**config.mk**
```make
export PLATFORM = sky130hd
export DESIGN_NAME = cfg_scan_chain
export DESIGN_NICKNAME = d
export VERILOG_FILES = /design/src/rtl/cfg_chain_pkg.sv /design/src/rtl/cfg_chain_ctrl.sv /design/src/rtl/cfg_scan_chain.sv
export SDC_FILE = /design/constraint.sdc
export NUM_CORES = 1
export LEC_CHECK = 0
export ABC_AREA = 1
export BUFFER_PORTS_ARGS = -buffer_cell sky130_fd_sc_hd__buf_2
export CAP_MARGIN = 20
export CORE_MARGIN = 1.5
export CORE_UTILIZATION = 50
export CTS_BUF_LIST = sky130_fd_sc_hd__clkbuf_16
export CTS_CLUSTER_SIZE = 8
export DETAILED_ROUTE_END_ITERATION = 7
export PLACE_DENSITY = 0.79
export SLEW_MARGIN = 15
export SYNTH_ARGS = -nofsm -noshare
export SYNTH_HDL_FRONTEND = slang
export SYNTH_SLANG_ARGS = --single-unit
```
**constraint.sdc**
```tcl
create_clock -name CK -period 3.55 [get_ports CK]
set_clock_uncertainty 0.15 [all_clocks]
set_input_delay 0.1775 -clock CK [delete_from_list [all_inputs] [get_ports CK]]
set_output_delay 0.1775 -clock CK [all_outputs]
set_load 0.02 [all_outputs]
```
**src/rtl/cfg_chain_pkg.sv**
```systemverilog
// ---------------------------------------------------------------------------
// cfg_chain_pkg
// Shared types and helpers for the configuration scan chain:
//   - cfg_state_t : load sequencer states
//   - beats()     : number of scan beats in one full load
//   - cnt_width() : width of the beat counter
// ---------------------------------------------------------------------------
package cfg_chain_pkg;

    typedef enum logic [2:0] {
        ST_IDLE  = 3'd0,
        ST_SHIFT = 3'd1,
        ST_CHECK = 3'd2,
        ST_DONE  = 3'd3,
        ST_ERROR = 3'd4
    } cfg_state_t;

    function automatic int beats(input int width, input int lanes);
        return width / lanes;
    endfunction

    // A full load is always at least two beats, so one bit is the floor.
    function automatic int cnt_width(input int width, input int lanes);
        int n;
        n = width / lanes;
        return (n > 1) ? $clog2(n) : 1;
    endfunction

endpackage

```
**src/rtl/cfg_chain_ctrl.sv**
```systemverilog
// ---------------------------------------------------------------------------
// cfg_chain_ctrl
// Load sequencer for the configuration scan chain: FSM plus beat counter.
// Optional parity check beat is built when CFG_PARITY_EN is defined.
// Ports:
//   i_ck, i_rst       clock (rising), async active-high reset
//   i_start           begin a new load (wins over i_se)
//   i_se              scan enable, one beat per cycle
//   i_par_bit         SI[0], parity bit sampled on the check beat
//   i_chain_par       even parity of the current chain contents
//   o_shift_en        chain shifts on this edge
//   o_load_last       this edge captures the final data beat
//   o_state           current sequencer state
//   o_busy/o_done/o_err  registered status flags
// ---------------------------------------------------------------------------
module cfg_chain_ctrl
    import cfg_chain_pkg::*;
#(
    parameter int WIDTH = 32,
    parameter int LANES = 1
) (
    input  logic       i_ck,
    input  logic       i_rst,
    input  logic       i_start,
    input  logic       i_se,
    input  logic       i_par_bit,
    input  logic       i_chain_par,
    output logic       o_shift_en,
    output logic       o_load_last,
    output logic [2:0] o_state,
    output logic       o_busy,
    output logic       o_done,
    output logic       o_err
);

    localparam int             BEATS = beats(WIDTH, LANES);
    localparam int             CW    = cnt_width(WIDTH, LANES);
    localparam logic [CW-1:0]  LAST  = CW'(BEATS - 1);

    cfg_state_t    r_state;
    logic [CW-1:0] r_cnt;
    logic          r_busy;
    logic          r_done;
    logic          r_err;
    logic          w_shift_en;
    logic          w_load_last;

    // A start pulse discards any beat presented in the same cycle.
    assign w_shift_en  = (r_state == ST_SHIFT) && i_se && !i_start;
    assign w_load_last = w_shift_en && (r_cnt == LAST);

`ifndef CFG_PARITY_EN
    logic w_unused_par;
    assign w_unused_par = i_par_bit ^ i_chain_par;
`endif

    // Sequencer state, beat counter and registered status flags.
    always_ff @(posedge i_ck or posedge i_rst) begin
        if (i_rst) begin
            r_state <= ST_IDLE;
            r_cnt   <= '0;
            r_busy  <= 1'b0;
            r_done  <= 1'b0;
            r_err   <= 1'b0;
        end else if (i_start) begin
            r_state <= ST_SHIFT;
            r_cnt   <= '0;
            r_busy  <= 1'b1;
            r_done  <= 1'b0;
            r_err   <= 1'b0;
        end else begin
            case (r_state)
                ST_SHIFT: begin
                    if (w_load_last) begin
                        r_cnt <= '0;
`ifdef CFG_PARITY_EN
                        r_state <= ST_CHECK;
`else
                        r_state <= ST_DONE;
                        r_busy  <= 1'b0;
                        r_done  <= 1'b1;
`endif
                    end else if (w_shift_en) begin
                        r_cnt <= r_cnt + CW'(1);
                    end else begin
                        r_cnt <= r_cnt;
                    end
                end
`ifdef CFG_PARITY_EN
                ST_CHECK: begin
                    if (i_se) begin
                        r_busy <= 1'b0;
                        if (i_par_bit == i_chain_par) begin
                            r_state <= ST_DONE;
                            r_done  <= 1'b1;
                        end else begin
                            r_state <= ST_ERROR;
                            r_err   <= 1'b1;
                        end
                    end else begin
                        r_state <= ST_CHECK;
                    end
                end
`endif
                ST_IDLE, ST_DONE, ST_ERROR: begin
                    r_state <= r_state;
                end
                default: begin
                    r_state <= ST_IDLE;
                    r_cnt   <= '0;
                    r_busy  <= 1'b0;
                    r_done  <= 1'b0;
                    r_err   <= 1'b0;
                end
            endcase
        end
    end

    assign o_shift_en  = w_shift_en;
    assign o_load_last = w_load_last;
    assign o_state     = r_state;
    assign o_busy      = r_busy;
    assign o_done      = r_done;
    assign o_err       = r_err;

endmodule

```
**src/rtl/cfg_scan_chain.sv**
```systemverilog
// ---------------------------------------------------------------------------
// cfg_scan_chain
// WIDTH-bit configuration scan chain shifting LANES bits per beat, with a
// load sequencer that releases the word on Q only after a complete load.
// Optional parity check beat: define CFG_PARITY_EN.
// Ports:
//   CK, RST     clock (rising), async active-high reset
//   CFG_START   begin a new load
//   SE, SI      scan enable / scan data in (LANES bits)
//   SO          chain tail for cascading into the next tile
//   CFGE, CFGQ  raw chain observe (zero when CFGE=0)
//   Q           released configuration word (zero unless DONE)
//   BUSY, DONE, ERR  sequencer status
// ---------------------------------------------------------------------------
module cfg_scan_chain
    import cfg_chain_pkg::*;
#(
    parameter int WIDTH = 32,
    parameter int LANES = 1
) (
    input  logic             CK,
    input  logic             RST,
    input  logic             CFG_START,
    input  logic             SE,
    input  logic [LANES-1:0] SI,
    output logic [LANES-1:0] SO,
    input  logic             CFGE,
    output logic [WIDTH-1:0] CFGQ,
    output logic [WIDTH-1:0] Q,
    output logic             BUSY,
    output logic             DONE,
    output logic             ERR
);

    logic [WIDTH-1:0] r_chain;
    logic             w_shift_en;
    logic             w_load_last;
    logic [2:0]       w_state;
    logic             w_chain_par;
    logic             w_unused_last;

    function automatic logic even_parity(input logic [WIDTH-1:0] v);
        return ^v;
    endfunction

    assign w_chain_par   = even_parity(r_chain);
    assign w_unused_last = w_load_last;

    cfg_chain_ctrl #(
        .WIDTH (WIDTH),
        .LANES (LANES)
    ) u_ctrl (
        .i_ck        (CK),
        .i_rst       (RST),
        .i_start     (CFG_START),
        .i_se        (SE),
        .i_par_bit   (SI[0]),
        .i_chain_par (w_chain_par),
        .o_shift_en  (w_shift_en),
        .o_load_last (w_load_last),
        .o_state     (w_state),
        .o_busy      (BUSY),
        .o_done      (DONE),
        .o_err       (ERR)
    );

    // Chain register: first beat shifted in ends up at the top.
    always_ff @(posedge CK or posedge RST) begin
        if (RST) begin
            r_chain <= '0;
        end else if (w_shift_en) begin
            r_chain <= {r_chain[WIDTH-LANES-1:0], SI};
        end else begin
            r_chain <= r_chain;
        end
    end

    assign SO   = r_chain[WIDTH-1 -: LANES];
    assign CFGQ = CFGE ? r_chain : '0;
    assign Q    = (w_state == ST_DONE) ? r_chain : '0;

endmodule

```
; Word level (Yosys, flattened, before mapping)
; Cells that the tools add are included.
[word_totals]
in_bits = 6
wordCells = 41
output_inout_bits = 68
regBits = 43
[op_classes]
mux = 17
n_reduce_logical = 9
eq_ne = 8
n_addsub = 1
[op_table]
columns = op, n
row1 = $mux W32, 2
row2 = $mux W5, 3
row3 = $pmux W5 S2, 1
row4 = $mux W1, 6
row5 = $mux W3, 2
row6 = $pmux W3 S2, 1
row7 = $add A5 B1 Y5 const B, 1
row8 = $eq A5 B5 Y1 const B, 1
row9 = $ne A4 B2 Y1 const B, 1
row10 = $pmux W1 S2, 2
row11 = $reduce_and A2 Y1, 2
row12 = $reduce_or A4 Y1, 1
row13 = $eq A3 B1 Y1 const B, 1
row14 = $eq A3 B2 Y1 const B, 1
row15 = $eq A3 B3 Y1 const B, 1
row16 = $logic_and A1 B1 Y1, 3
row17 = $logic_not A3 Y1, 1
row18 = $ne A3 B2 Y1 const B, 1
row19 = $reduce_or A3 Y1, 1
row20 = $ne A2 B1 Y1 const B, 1
row21 = $ne A2 B2 Y1 const B, 1
row22 = $logic_not A1 Y1, 1

; Longest topological paths before layout
; Gate-level depths: netlist (run 1).
[depth]
depth_word = 7
depth_mapped = 9

; Hierarchy
; Synthesis (run 1) repeated with hierarchy kept, for this count alone.
[hier_totals]
cells_unflattened = 467
hier_area_um2 = 2813.9
[by_module_without_submodules]
columns = module, area_per_inst_um2, cells_each, n_inst
row1 = cfg_scan_chain, 2309.7, 403, 1
row2 = cfg_chain_ctrl, 504.2, 64, 1

; Least setup slack after synthesis (run 1)
; Ideal clock, no wire load.
[synth_timing]
kind = reg-to-output
from = register u_ctrl.r_state[1] (netlist: u_ctrl.o_state[1])
to = output Q[10]
arrival_time_ns = 1.216
setup_slack_ns = 2.006
path_buffers = 1
stages_incl_launch_ff = 5
cell_sequence = dfrtp_1 ha_1 clkbuf_1 nand2_1 inv_1
[synth_between]
elab_chain_len = 2
[synth_rtl]
columns = item, line
row1 = from (decl), cfg_chain_ctrl.sv:40  ; cfg_state_t r_state;
row2 = from (signal assigned), cfg_chain_ctrl.sv:106  ; r_state <= r_state;
row3 = $eq A3 B2 Y1, cfg_scan_chain.sv:80  ; assign Q = (w_state == ST_DONE) ? r_chain : '0;
row4 = $mux W32, cfg_scan_chain.sv:80
row5 = to (decl), cfg_scan_chain.sv:29  ; output logic [WIDTH-1:0] Q,
; No other way between the ends.

; Worst setup path after layout (run 1)
[layout_timing]
from = register u_ctrl.r_state[1] (netlist: u_ctrl.o_state[1])
to = output Q[3]
; Same word-level chain as after synthesis.

==> flow_summary_export.csv, run 1 <==
group,metric,value,unit
sta,finalCritPeriodShare,0.583,
logic_synthesis,yosysTopAreaCell,"dfrtp_1",
finish,layout_commonest_cell,"nand2_1",
clock_tree,path_clk_slew,0.06,ns
status,status,"finished, final reports clean",
sta,final-hold-violation-count,0,
die,start_util,0.516,
logic_synthesis,syn_area_per_cell,7.11,sq um
routing,drt-total-wl,4600,um
sta,worst_slew_pin_slew,0.587,ns
clock_tree,clkSinkCount,40,
worst_setup_path,worstPathArrival,1.74,ns
finish,most-common-layout-cells,"nand2_1 (119), inv_1 (87), buf_2 (72)",
logic_synthesis,synth_area,0.00225,sq mm
worst_setup_path,path_cells,"ha_1 -> buf_8 -> nand2_1 -> inv_1 -> buf_2",
power,irDropWorstVdd,0.327,mV
worst_setup_path,slowest_stage,"ha_1",
run,max_cap_violations,0,
sta,fin_crit,2.07,ns
logic_synthesis,synthDistinctLibCells,19,
placement,gp_congestion,0.768,
clock_tree,clockBufferDepth,2,
power,p_leak,0.00200,uW
sta,setup_viol,0,
die,die-height,70.0,um
worst_setup_path,cp-end-kind,"primary output",
power,total_power,1980,uW
sta,setup-tns-final,0,ns
logic_synthesis,synth_seq_cells,40,
routing,first_pass_iters,4,
min_path,min-delay-path-class,"input port to flop",
clock_tree,clk_latency,0.28,ns
die,pin_count,74,
logic_synthesis,netlist_instances,316,
logic_synthesis,synthAdderAreaFrac,0.0223,
routing,vias,1990,
global_routing,grt.overflow.total,0,
die,die_area,0.00491,sq mm
finish,area_growth_syn_to_layout,24.9,%
finish,antenna_cells,0,
clock_tree,post_cts_buffers,0,
routing,avgViaCountPerCell,4.52,
routing,wl_per_cell,10.5,um
clock_tree,cts_tree,"yes",
finish,final_nets,397,
sta,max_slew_margin,0.609,
clock_tree,cts_buffers,5,
sta,final_max_slew_viol_count,0,
routing,drc_errors,0,
routing,drtIter0Drc,129,
logic_synthesis,synth_top_family_by_area,"simple AND/OR/NAND/NOR gates",
die,core-area,0.00435,sq mm
logic_synthesis,synth_compound_area_frac,0.104,
worst_setup_path,path_max_fanout,18,
worst_setup_path,cp-start-kind,"flop",
global_routing,grt_pass1_vias,1843,
logic_synthesis,seq_area_frac_synth,0.445,
logic_synthesis,synth_top_area_share,0.445,
global_routing,grt_first_pass_wirelength,8050,um
routing,drtAntennaViolNets,0,
worst_setup_path,path_class,"flop to primary output",
clock_tree,clockRootBuffer,"clkbuf_16",
finish,drive_above_1_share,0.263,
global_routing,grt_usage,0.201,
logic_synthesis,synth_warnings,0,
sta,max_freq,0.483,GHz
logic_synthesis,synth_fp_nets,326,
power,p_per_area,707,mW/mm^2
global_routing,grt_max_degree,41,
logic_synthesis,synth_mux_area_frac,0,
clock_tree,h-tree-depth,2,
logic_synthesis,synthXorXnorAreaFrac,0,
worst_setup_path,cp.required,3.22,ns
worst_setup_path,max_stage_delay,0.55,ns
global_routing,antenna_found_initial,0,
die,die_w,70.0,um
placement,dp_hpwl,3120,um
placement,io_buffer_count,72,
die,rows,24,
logic_synthesis,yosys-top-cells-area,"dfrtp_1 (45%), nand2_1 (20%), inv_1 (15%), o21ai_2 (5.8%), o21ai_0 (3.3%)",
logic_synthesis,yosys.area_share.simple,0.235,
sta,rsz0062_at_grt,"false",
area by class of cell:
type,count,area [sq um]
clock buffer,5,125
fill,393,1550
timing repair buffer,77,413
clock inverter,3,42.5
multi-input combinational,172,816
tap,52,65.1
sequential,40,1000
inverter,91,344
path summary, 6_finish.rpt:
check	depth (start not counted)	slack, ns	startpoint	endpoint
worst max-delay path	5	1.48	u_ctrl.o_state[1]	Q[3]
max in group asynchronous	4	2.50	RST	r_chain[3]
min in group asynchronous	4	0.40	RST	u_ctrl.r_cnt[3]
worst min register to register	2	0.35	u_ctrl.o_busy	u_ctrl.o_busy
worst max register to register	7	1.63	u_ctrl.o_state[1]	r_chain[10]
worst min-delay path	4	0.12	SE	u_ctrl.r_cnt[4]
sequential cells by signal (all words and copies together), names as in the netlist:
signal and count:
r_chain 32, u_ctrl.o_busy 1, u_ctrl.o_state 2, u_ctrl.r_cnt 5
per-stage QoR:
step | cell area, sq um | setup slack (ns) | hold WS (ns) | instances | util
CTS | 2790 | 1.15 | 0.128 | 439 | 0.641
floorplan | 2250 | 2.01 | 0.148 | 316 | -
global route | 2810 | 1.33 | 0.174 | 440 | 0.645
global placement | 2590 | 1.57 | 0.165 | 428 | 0.596
detailed placement | 2590 | 1.45 | 0.168 | 428 | 0.596
finish | 2810 | 1.48 | 0.124 | 440 | 0.645
cells in the mapped netlist, drive strengths merged:
| master | number |
|---|---|
| inv | 91 |
| clkbuf | 6 |
| nand3 | 5 |
| nor2 | 6 |
| o21ai | 34 |
| buf | 7 |
| conb | 1 |
| nand2 | 120 |
| dfrtp | 40 |
| nand4 | 1 |
| o21bai | 1 |
| ha | 4 |
cells by family after synthesis:
group	Yosys count
and+or+nand+nor	132
buffers and inverters	104
DFF	40
AOI/OAI and AO/OA	35
adders and majority gates	4
other	1
worst max-delay path, delay by kind of cell, from the launching register on:
kind | cells | cell delay, ns
adders and majority gates | 1 | 0.55
buffers and inverters | 3 | 0.44
DFF | 1 | 0.39
and+or+nand+nor | 1 | 0.08
routing by layer:
| metal | track usage | routed length (um) |
|---|---|---|
| met5 | 0 | 0 |
| met4 | 0.0577 | 34 |
| met1 | 0.253 | 2020 |
| met2 | 0.352 | 2300 |
| met3 | 0.0361 | 242 |
report_power, final:
group	total (uW)	switching, uW	internal [uW]
sequential	744	138	606
clock	512	182	330
combinational	729	494	235
what timing repair did:
action                                  in CTS  in global routing
hold buffers                                 3                  0
gates resized for setup                      0                  0
hold endpoints to repair                    42                  0
endpoints found under the setup margin       0                  0
Power figures use the tool's default switching activity.
==> run 2, diff against run 1 <==
--- a/config.mk
+++ b/config.mk
@@ -5,11 +5,11 @@
 export SDC_FILE = /design/constraint.sdc
 export NUM_CORES = 1
 export LEC_CHECK = 0
-export ABC_AREA = 1
+export ABC_AREA = 0
 export BUFFER_PORTS_ARGS = -buffer_cell sky130_fd_sc_hd__buf_2
 export CAP_MARGIN = 20
 export CORE_MARGIN = 1.5
-export CORE_UTILIZATION = 50
+export CORE_UTILIZATION = 49
 export CTS_BUF_LIST = sky130_fd_sc_hd__clkbuf_16
 export CTS_CLUSTER_SIZE = 8
 export DETAILED_ROUTE_END_ITERATION = 7
==> constraint.sdc (replaced) <==
create_clock -name CK -period 2.15 [get_ports CK]
set_clock_uncertainty 0.15 [all_clocks]
set_input_delay 0.1075 -clock CK [delete_from_list [all_inputs] [get_ports CK]]
set_output_delay 0.1075 -clock CK [all_outputs]
set_load 0.02 [all_outputs]
==> run 2 against run 1 <==
  * Non-clock buffer count unchanged
  * Synthesized cell count is 42% lower
  * Final cell count decreased by 30%
  * Sequential cell count is the same
  * Power grew 12%
  * Sequential share of layout area rose by 2.3 points
  * Sequential power grew 40%
  * Wire length is 14% lower
  * Synthesized area down 7.7%
  * Critical endpoint is now u_ctrl.r_cnt[4]
  * Critical path type is now flop to flop
  * Clock power increased by 32%
  * Via count fell by 25%
==> flow_summary_export.csv, run 2 <==
group,metric,value,unit
finish,final_nets,266,
clock_tree,post_cts_buffers,0,
die,pin_count,74,
finish,drive_above_1_share,0.440,
sta,max_freq,0.507,GHz
clock_tree,h-tree-depth,2,
sta,final_max_slew_viol_count,0,
sta,rsz0062_at_grt,"false",
logic_synthesis,yosys.area_share.simple,0.240,
logic_synthesis,synth_top_family_by_area,"simple AND/OR/NAND/NOR gates",
logic_synthesis,synth_fp_nets,193,
global_routing,grt-busiest-layer,"met2",
global_routing,grt_usage,0.181,
power,p_leak,0.00146,uW
logic_synthesis,synth_area,0.00207,sq mm
global_routing,grt_pass1_vias,1287,
placement,gp_congestion,0.782,
power,p_per_area,846,mW/mm^2
die,core-area,0.00403,sq mm
logic_synthesis,syn_area_per_cell,11.3,sq um
global_routing,grt_max_degree,41,
logic_synthesis,synth_compound_area_frac,0.0447,
worst_setup_path,cp.required,2.20,ns
clock_tree,clkSinkCount,40,
global_routing,met3_usage,0.0395,
status,status,"finished, final reports clean",
logic_synthesis,synth_top_area_share,0.483,
worst_setup_path,path_class,"flop to flop",
logic_synthesis,synthAdderAreaFrac,0.0241,
logic_synthesis,synth_seq_cells,40,
logic_synthesis,synth_mux_area_frac,0.174,
power,irDropWorstVdd,0.568,mV
sta,final-hold-violation-count,0,
routing,first_pass_iters,4,
finish,fillers,325,
logic_synthesis,synthXorXnorAreaFrac,0,
global_routing,grt_use_met2,0.286,
worst_setup_path,slowest_stage,"or4b_1",
run,max_cap_violations,0,
die,die-height,68.0,um
finish,area_growth_syn_to_layout,27.2,%
routing,drc_errors,0,
sta,fin_crit,1.97,ns
worst_setup_path,cp-end-kind,"flop",
die,start_util,0.515,
clock_tree,cts_buffers,5,
finish,layout_commonest_cell,"buf_2",
clock_tree,clockRootBuffer,"clkbuf_16",
logic_synthesis,synth_warnings,0,
logic_synthesis,synthDistinctLibCells,24,
worst_setup_path,cp_top_family,"simple AND/OR/NAND/NOR gates",
global_routing,grt_first_pass_wirelength,6140,um
logic_synthesis,yosysMostFrequentCell,"and2_1",
worst_setup_path,path_cells,"ha_1 -> and3_1 -> ha_1 -> nand2b_1 -> or4b_1 -> a21oi_1",
routing,wl_per_cell,12.8,um
sta,fin_hold_ws,0.0177,ns
worst_setup_path,crit_path_frequent_cell,"ha_1",
logic_synthesis,yosysTopAreaCell,"dfrtp_1",
sta,finalCritPeriodShare,0.918,
routing,drt-total-wl,3940,um
logic_synthesis,seq_area_frac_synth,0.483,
clock_tree,clk_latency,0.28,ns
worst_setup_path,worstPathArrival,2.03,ns
logic_synthesis,netlist_instances,183,
clock_tree,cts_tree,"yes",
routing,vias,1499,
logic_synthesis,yosys-top-cells-area,"dfrtp_1 (48%), and2_1 (19%), mux2_2 (17%), ha_1 (2.4%), buf_4 (1.4%)",
die,rows,23,
sta,setup_viol,0,
logic_synthesis,ys.flop_type,"dfrtp_1",
finish,largest-register,"r_chain",
logic_synthesis,synth.cells.most_frequent,"and2_1 (64), dfrtp_1 (40), mux2_2 (32), clkbuf_1 (7), a21oi_1 (5)",
sta,setup_ws,0.176,ns
worst_setup_path,max_stage_delay,0.47,ns
min_path,min-delay-path-class,"input port to flop",
clock_tree,path_clk_slew,0.05,ns
worst_setup_path,path_max_fanout,4,
finish,largest_reg_flops,32,
global_routing,grt.overflow.total,0,
placement,dp_hpwl,2700,um
placement,dp_worst_setup_slack,0.187,ns
die,die_w,68.0,um
finish,most-common-layout-cells,"buf_2 (72), and2_1 (64), dfrtp_1 (40)",
routing,drtAntennaViolNets,0,
worst_setup_path,cp-start-kind,"flop",
clock_tree,clockBufferDepth,2,
global_routing,antenna_found_initial,0,
logic_synthesis,synth-edff-count,0,
finish,final_util,0.654,
placement,io_buffer_count,72,
routing,drtIter0Drc,89,
worst_setup_path,crit_buf_inv,0,
finish,antenna_cells,0,
sta,setup-tns-final,0,ns
global_routing,grt_use_met1,0.233,
die,die_area,0.00463,sq mm
routing,avgViaCountPerCell,4.88,
logic_synthesis,synthArstFlopShare,1.00,
==> run 2: changes by cell type after synthesis, sizes merged, moves of 2 or more <==
cell,change
a21oi,+5
and2,+64
o31ai,+2
nand3b,+2
nand3,-4
inv,-88
o21ai,-30
mux2,+32
nand2,-120
nand2b,+2
or4,+3
nor2,-5
buf,-3
==> run 2: path summary, 6_finish.rpt <==
check                                startpoint  slack (ns)                 to  cells past startpoint
worst max register to register  u_ctrl.r_cnt[0]        0.18    u_ctrl.r_cnt[4]                      6
worst min register to register    u_ctrl.o_busy        0.39      u_ctrl.o_busy                      2
min in group asynchronous                   RST        0.35    u_ctrl.r_cnt[1]                      4
max in group asynchronous                   RST        1.16         r_chain[0]                      4
worst min-delay path                         SE        0.02  u_ctrl.o_state[1]                      3
worst max-delay path            u_ctrl.r_cnt[0]        0.18    u_ctrl.r_cnt[4]                      6
==> run 2: power by group <==
part | internal, uW | leakage (uW) | switching (uW)
sequential | 905 | 0.000527 | 133
clock | 416 | 0.0000738 | 258
combinational | 254 | 0.000864 | 266
==> run 2: cells by family (layout without fill, tap and decap cells) <==
kind of cell    Yosys count  in the layout
buf+inv                  14             88
mux                      32             32
simple gates             77             77
flops                    40             40
other cells               1              1
fa+ha+maj                 4              4
compound gates           15             15
==> run 2: worst min-delay path: stages <==
cell and delay, ns:
buf_2 0.14, nand3b_1 0.09, a211oi_1 0.07
==> run 2: area by class of cell <==
class	count	area [sq um]	area share
clock buffers	5	125	0.0475
clock inverters	3	11.3	0.00427
inverters	3	11.3	0.00427
multi-input cells	129	1010	0.382
flip-flops and latches	40	1000	0.380
well taps	50	62.6	0.0237
repair buffers	77	418	0.159
==> run 2: stage by stage <==
step | instance area (sq um) | total power [uW] | instances
after floorplan | 2070 | 1400 | 183
after global placement | 2470 | 1540 | 296
after detailed placement | 2470 | 1560 | 296
after CTS | 2630 | 2250 | 307
after global routing | 2640 | 2360 | 307
final | 2640 | 2230 | 307
==> run 2: timing repair <==
item                                   in CTS  in global routing
endpoints found under the hold margin      46                  0
resized for setup                           0                  1
hold buffers                                3                  0
setup endpoints to repair                   0                 32
==> run 2: per-layer routing <==
layer | up-vias | share of wire
li1 | 756 | -
met1 | 697 | 0.47
met2 | 40 | 0.47
met3 | 6 | 0.044
met4 | 0 | 0.013
met5 | - | 0
